===== config.mk =====
export PLATFORM = sky130hd
export DESIGN_NAME = datapath_ctrl
export DESIGN_NICKNAME = d
export VERILOG_FILES = /design/src/rtl/datapath_pkg.sv /design/src/rtl/datapath_ctrl_iter_counter.sv /design/src/rtl/datapath_ctrl.sv
export SDC_FILE = /design/constraint.sdc
export NUM_CORES = 1
export LEC_CHECK = 0
export ABC_AREA = 1
export BUFFER_PORTS_ARGS = -buffer_cell sky130_fd_sc_hd__buf_4
export CORE_MARGIN = 8
export CORE_UTILIZATION = 44
export DETAILED_ROUTE_END_ITERATION = 6
export PLACE_DENSITY_LB_ADDON = 0.05
export REMOVE_ABC_BUFFERS = 1
export SLEW_MARGIN = 40
export SYNTH_ARGS = -nofsm -noshare
export SYNTH_HDL_FRONTEND = slang
export SYNTH_SLANG_ARGS = --single-unit

===== constraint.sdc =====
create_clock -name clock -period 1.55 [get_ports clock]
set_input_delay 0.155 -clock clock [delete_from_list [all_inputs] [get_ports clock]]
set_output_delay 0.155 -clock clock [all_outputs]
set_load 0.01 [all_outputs]

===== src/rtl/datapath_pkg.sv =====
// Shared constants and types for the datapath control FSM.
package datapath_pkg;

   // FSM state encoding; codes 6 and 7 are unused and recover to IDLE.
   typedef enum logic [2:0] {
      ST_IDLE  = 3'd0,
      ST_LOAD  = 3'd1,
      ST_FETCH = 3'd2,
      ST_EXEC  = 3'd3,
      ST_WB    = 3'd4,
      ST_DONE  = 3'd5
   } state_t;

   // Command opcodes
   localparam logic [1:0] OP_MOV = 2'b00;
   localparam logic [1:0] OP_ADD = 2'b01;
   localparam logic [1:0] OP_SUB = 2'b10;
   localparam logic [1:0] OP_XOR = 2'b11;

   // ALU function codes
   localparam logic [2:0] S_PASSB = 3'b000;
   localparam logic [2:0] S_ADD   = 3'b001;
   localparam logic [2:0] S_SUB   = 3'b010;
   localparam logic [2:0] S_XOR   = 3'b011;

   // Operand-mux selects
   localparam logic [1:0] SEL_R0   = 2'b00;
   localparam logic [1:0] SEL_R1   = 2'b01;
   localparam logic [1:0] SEL_R2   = 2'b10;
   localparam logic [1:0] SEL_ZERO = 2'b11;

   // Register enables: bit 0..2 = R0..R2, bit 3 = Q
   localparam logic [3:0] CE_NONE = 4'b0000;
   localparam logic [3:0] CE_R0   = 4'b0001;
   localparam logic [3:0] CE_R1   = 4'b0010;
   localparam logic [3:0] CE_R2   = 4'b0100;
   localparam logic [3:0] CE_Q    = 4'b1000;
   localparam logic [3:0] CE_LOAD = 4'b0111;

   // Datapath controls applied during each EXEC cycle
   typedef struct packed {
      logic [1:0] sel;
      logic [2:0] s;
      logic       cin;
   } exec_ctrl_t;

   // MOV keeps Q = R0 by re-passing R0; the arithmetic ops combine Q with R1.
   // SUB uses Cin=1 so Q + ~B + 1 forms a two's-complement subtract.
   function automatic exec_ctrl_t exec_ctrl(input logic [1:0] op);
      exec_ctrl_t c;
      c.sel = SEL_R1;
      c.s   = S_PASSB;
      c.cin = 1'b0;
      case (op)
         OP_MOV: begin c.sel = SEL_R0; c.s = S_PASSB; end
         OP_ADD: begin c.s = S_ADD; end
         OP_SUB: begin c.s = S_SUB; c.cin = 1'b1; end
         default: begin c.s = S_XOR; end
      endcase
      return c;
   endfunction

endpackage


===== src/rtl/datapath_ctrl_iter_counter.sv =====
// Loadable down-counter holding the remaining EXEC repetitions.
module ctrl_iter_counter #(
   parameter int CNT_W = 4
) (
   input  logic             clock,
   input  logic             clear,
   input  logic             load,
   input  logic [CNT_W-1:0] load_value,
   input  logic             dec,
   output logic             last
);

   logic [CNT_W-1:0] cnt_reg;

   // Load max(load_value,1) so a zero count still runs one iteration; never wrap below zero.
   always_ff @(posedge clock or negedge clear) begin
      if (!clear) begin
         cnt_reg <= '0;
      end else if (load) begin
         cnt_reg <= (load_value == '0) ? CNT_W'(1) : load_value;
      end else if (dec && (cnt_reg != '0)) begin
         cnt_reg <= cnt_reg - CNT_W'(1);
      end
   end

   assign last = (cnt_reg == CNT_W'(1));

endmodule


===== src/rtl/datapath_ctrl.sv =====
// Moore control FSM sequencing one command through the 3-register/accumulator datapath.
module datapath_ctrl
   import datapath_pkg::*;
#(
   parameter int CNT_W = 4
) (
   input  logic             clock,
   input  logic             clear,
   input  logic             start,
   input  logic [1:0]       opcode,
   input  logic [CNT_W-1:0] count,
   output logic             busy,
   output logic             done,
   output logic             M0,
   output logic             M1,
   output logic             M2,
   output logic [3:0]       ce,
   output logic [1:0]       sel,
   output logic [2:0]       s,
   output logic             Cin
);

   state_t     state_reg;
   state_t     state_next;
   logic [1:0] op_reg;
   logic       accept;
   logic       cnt_last;
   exec_ctrl_t exec_c;

   // A command is taken only while idle; start in any other state is dropped.
   assign accept = (state_reg == ST_IDLE) && start;
   assign exec_c = exec_ctrl(op_reg);

   // State register and opcode latch.
   always_ff @(posedge clock or negedge clear) begin
      if (!clear) begin
         state_reg <= ST_IDLE;
         op_reg    <= OP_MOV;
      end else begin
         state_reg <= state_next;
         if (accept) begin
            op_reg <= opcode;
         end
      end
   end

   ctrl_iter_counter #(
      .CNT_W(CNT_W)
   ) u_iter (
      .clock      (clock),
      .clear      (clear),
      .load       (accept),
      .load_value (count),
      .dec        (state_reg == ST_EXEC),
      .last       (cnt_last)
   );

   // Next-state and Moore output decode; outputs depend only on state and op_reg.
   always_comb begin
      state_next = ST_IDLE;
      busy       = 1'b1;
      done       = 1'b0;
      M0         = 1'b0;
      M1         = 1'b0;
      M2         = 1'b0;
      ce         = CE_NONE;
      sel        = SEL_R0;
      s          = S_PASSB;
      Cin        = 1'b0;
      case (state_reg)
         ST_IDLE: begin
            busy       = 1'b0;
            state_next = start ? ST_LOAD : ST_IDLE;
         end
         ST_LOAD: begin
            ce         = CE_LOAD;
            state_next = ST_FETCH;
         end
         ST_FETCH: begin
            ce         = CE_Q;
            sel        = SEL_R0;
            s          = S_PASSB;
            state_next = ST_EXEC;
         end
         ST_EXEC: begin
            ce         = CE_Q;
            sel        = exec_c.sel;
            s          = exec_c.s;
            Cin        = exec_c.cin;
            state_next = cnt_last ? ST_WB : ST_EXEC;
         end
         ST_WB: begin
            M2         = 1'b1;
            ce         = CE_R2;
            state_next = ST_DONE;
         end
         ST_DONE: begin
            done       = 1'b1;
            state_next = ST_IDLE;
         end
         default: begin
            busy       = 1'b0;
            state_next = ST_IDLE;
         end
      endcase
   end

endmodule

# After elaboration in Yosys (flattened, before gate mapping)
# Cells that the tools add are included.
# word_totals
ff_bits,9
input_bits,9
output_inout_bits,15
word_cells,37
# classes
n_addsub,1
eq_ne,8
mux,16
n_reduce_logical,9
# ops
op,n
$pmux 3 s5,1
$mux 4,3
$pmux 4 s3,1
$mux 1,7
$eq 3x2->1 const B,2
$eq 3x3->1 const B,2
$mux 3,2
$pmux 2 s3,1
$reduce_or 5->1,1
$eq 4x1->1 const B,1
$logic_not 4->1,1
$reduce_bool 4->1,1
$sub 4x1->4 const B,1
$eq 3x1->1 const B,1
$logic_not 3->1,1
$eq 2x1->1 const B,1
$eq 2x2->1 const B,1
$logic_and 1x1->1,2
$logic_not 2->1,1
$mux 2,1
$reduce_bool 2->1,1
$reduce_or 2->1,1

# Depth between registers and ports, before layout
# logic_depth
word_depth,4
ltp_mapped,7
mapped_depth_nobuf,7

# Cells and area by module
# From an unflattened synthesis, not the netlist that was laid out.
# hier_totals
hier_cells,91
hier_area_um2,674.4
# modules_own_cells
module,n_inst,cells_each,area_each_um2,seq_area_each_um2
datapath_ctrl,1,48,350.3,125.1
ctrl_iter_counter,1,43,324.1,100.1

# Worst setup path after synthesis
# OpenSTA, ideal clock, no wires.
# synth_path
path_kind,register -> output
from,reg state_reg[2]
to,out ce[2]
arrival_ns,1.070
t_required_ns,1.395
path_slack_ns,0.325
path_stages_with_launch,4
path_buffers,1
path_cell_list,dfrtp_1 > buf_6 > nor3_1 > or2_1
# synth_between
elab_chain_cells,3
word_cells_on_any_way,6
cone_classes,4 x eq/ne; 1 x mux; 1 x reduce/logical
# synth_lines
element,line,source
"start, declared",datapath_ctrl.sv:23,state_t state_reg;
"start signal, assigned",datapath_ctrl.sv:40,state_reg <= state_next;
$eq 3x2->1,datapath_ctrl.sv:70,case (state_reg)
$reduce_or 2->1 (no source line),--,
$pmux 4 s3 (*),datapath_ctrl.sv:70,
"end, declared",datapath_ctrl.sv:17,"output logic [3:0] ce,"
# Every way passes the cells marked *; elsewhere a longest branch is shown, timed or not.

# Worst setup path in the final report
# Same ends and word-level chain as after synthesis.

==> impl_metrics.ini <==
[status]
outcome = finished, final reports clean

[place]
io_buffers = 19
place_congestion = 0.699
dpl.cell_count = 121
dpl.hpwl_mm = 1.19
placed_cell_area_sq_um = 811

[sta]
rsz0062_at_grt = false
min_period_ps = 1460
post-route-period-util = 0.942
setup_viol = 0
fmax_ghz = 0.685
drv_slew = 0
setup_tns_ps = 0
hold_viol_final = 0
fin_worst_skew_ps = 2.03

[power]
swShare = 0.471
p_sw_w = 0.000790
pwr-share-seq = 0.279
ir_drop_mv = 1.17
powerDensity_nw_per_um2 = 1950
p_comb_frac = 0.614
power.leakage_nw = 0.470
power.share.clock = 0.107
p_int_w = 0.000885

[floorplanning]
dieArea_sq_um = 3080
dieWidth_um = 55.5
fp.dieH_um = 55.5
initial_core_util = 0.461
row_count = 14
design.core.area_sq_um = 1490
boundaryPins = 24

[global_routing]
grt_usage = 0.0980
overflow = 0
grt_pass1_wl_mm = 2.48
grt_pass1_vias = 604
antenna_found_initial = 0
grt_max_degree = 10

[layout]
final_cell_area_sq_um = 858
nNetsFinal = 123
final_common_cell = buf_4
n_fill_cell = 152
antenna_cells = 0
area_delta_synth_final_pct = 25.2
fin_cells = 126
drive_gt1_frac = 0.364
final-seq-area_sq_um = 226
largest_reg_flops = 4
multi_input_area_sq_um = 363
mostFrequentLayoutCells = buf_4 (19), nand2_1 (17), inv_1 (13)

[clock_network]
htreeDepth = 1
worst_skew_pair.late_latency_ps = 260
cts-root-buf = clkbuf_4
clk_pin_slew_ps = 60
numCtsBuffers = 3
cts_sinks = 9
cts_tree = built
post-cts-setup-buffers = 0
max-clock-path-buffers = 2

[logic_synthesis]
synthCells = 89
synth.yosys.seq_area_share = 0.328
syn_avg_cell_area_sq_um = 7.70
syn_area_sq_um = 686
synth.distinct_cells = 24
synth_warnings = 0
synth-seq-cells = 9

[routing]
drtIter0Drc = 7
route.detailed.drc = 0
wire_per_inst_um = 11.2
wirelength_mm = 1.42
drtAntennaViolNets = 0
num_vias = 589
firstDrtPassIters = 2
avgViaCountPerCell = 4.67

[worst_setup_path]
r2r_cells = 7
critPathKind = flop to output port
crit_chain = nand2_1, inv_1, or2_1, buf_4
slowest_stage = dfrtp_1
rr_startpoint = u_iter.cnt_reg[0]
worstPathArrival_ps = 1310
critical_path.max_fanout = 8
worstPathRequired_ps = 1390
cpPeakStageDelay_ps = 480
start_kind = flop
rrSetupSlack_ps = 340
startpoint = state_reg[2]
crit_end = ce[2]
worstSetupEndpointType = output port
reg2reg_to = u_iter.cnt_reg[0]

[job]
maxCapViolCount = 0

[min_path]
hp-class = input pin to flop
## worst min path at each step
stage                          from           end  slack [ps]  cells past startpoint
after CTS                 opcode[0]     op_reg[0]         100                      3
after global placement        clear  state_reg[1]         -10                      1
after detailed placement      clear  state_reg[1]         -10                      1
after floorplan               clear     op_reg[0]        -140                      0
after global routing      opcode[0]     op_reg[0]         100                      3
final                     opcode[0]     op_reg[0]         100                      3
## Yosys cell counts (all sizes together)
master,count,area share
a21oi,2,0.015
buf,6,0.071
clkinv,2,0.026
conb,1,0.0055
dfrtp,9,0.33
ha,3,0.055
inv,14,0.077
nand2,22,0.15
nand3,11,0.13
nor2,10,0.069
nor3,2,0.022
o21ai,5,0.036
or2,1,0.0091
xor2,1,0.013
## cell type report
type,count,share of cell area
Tap cell,16,0.0233
Timing Repair Buffer,20,0.178
Sequential cell,9,0.264
Inverter,16,0.0816
Multi-Input combinational cell,61,0.423
Clock buffer,4,0.0306
## routing by layer
metal  wire length (um)  global-route usage  part of all wire
met5                  0                   0                 0
met4                 12              0.0317            0.0085
met3                108              0.0616             0.076
met2                746               0.173              0.53
met1                549              0.0891              0.39
## cell families after synthesis
family | count (synthesis) | synth area share
AOI/OAI and AO/OA | 7 | 0.0511
xor gates and xnor gates | 1 | 0.0128
adders and majority gates | 3 | 0.0548
buffers and inverters | 22 | 0.173
DFF | 9 | 0.328
other | 1 | 0.00547
and+or+nand+nor | 46 | 0.374
## what timing repair did
| item | in CTS | in global routing |
|---|---|---|
| hold buffers | 1 | 0 |
| hold endpoints to repair | 9 | 0 |
| endpoints found under the setup margin | 0 | 1 |
| resized for setup | 0 | 3 |
## power by group through the flow
stage / clock (W) / sequential, W / combinational, W
6_report: 0.000179 / 0.000468 / 0.00103
5_1_grt: 0.000201 / 0.000478 / 0.00116
2_1_floorplan: 0 / 0.000435 / 0.000737
3_3_place_gp: 0 / 0.000459 / 0.00102
4_1_cts: 0.000189 / 0.000456 / 0.00105
3_5_place_dp: 0 / 0.000459 / 0.00104
## stage by stage
stage               total power, W  setup WS [ps]  hold WS (ps)   util
detailed placement         0.00150            334         -13.4  0.545
CTS                        0.00169           62.5          95.9  0.569
global route               0.00184           20.9          95.4  0.576
finish                     0.00167           89.3          98.2  0.576
global placement           0.00148            361         -12.8  0.545
floorplan                  0.00117            168          -141      -
## worst max-delay path: cells and delay by family (launching register included)
family	cells	cell delay, ps
buffers and inverters	2	210
and+or+nand+nor	2	350
DFF	1	480
Note: power is estimated with default switching activity, not from simulation.
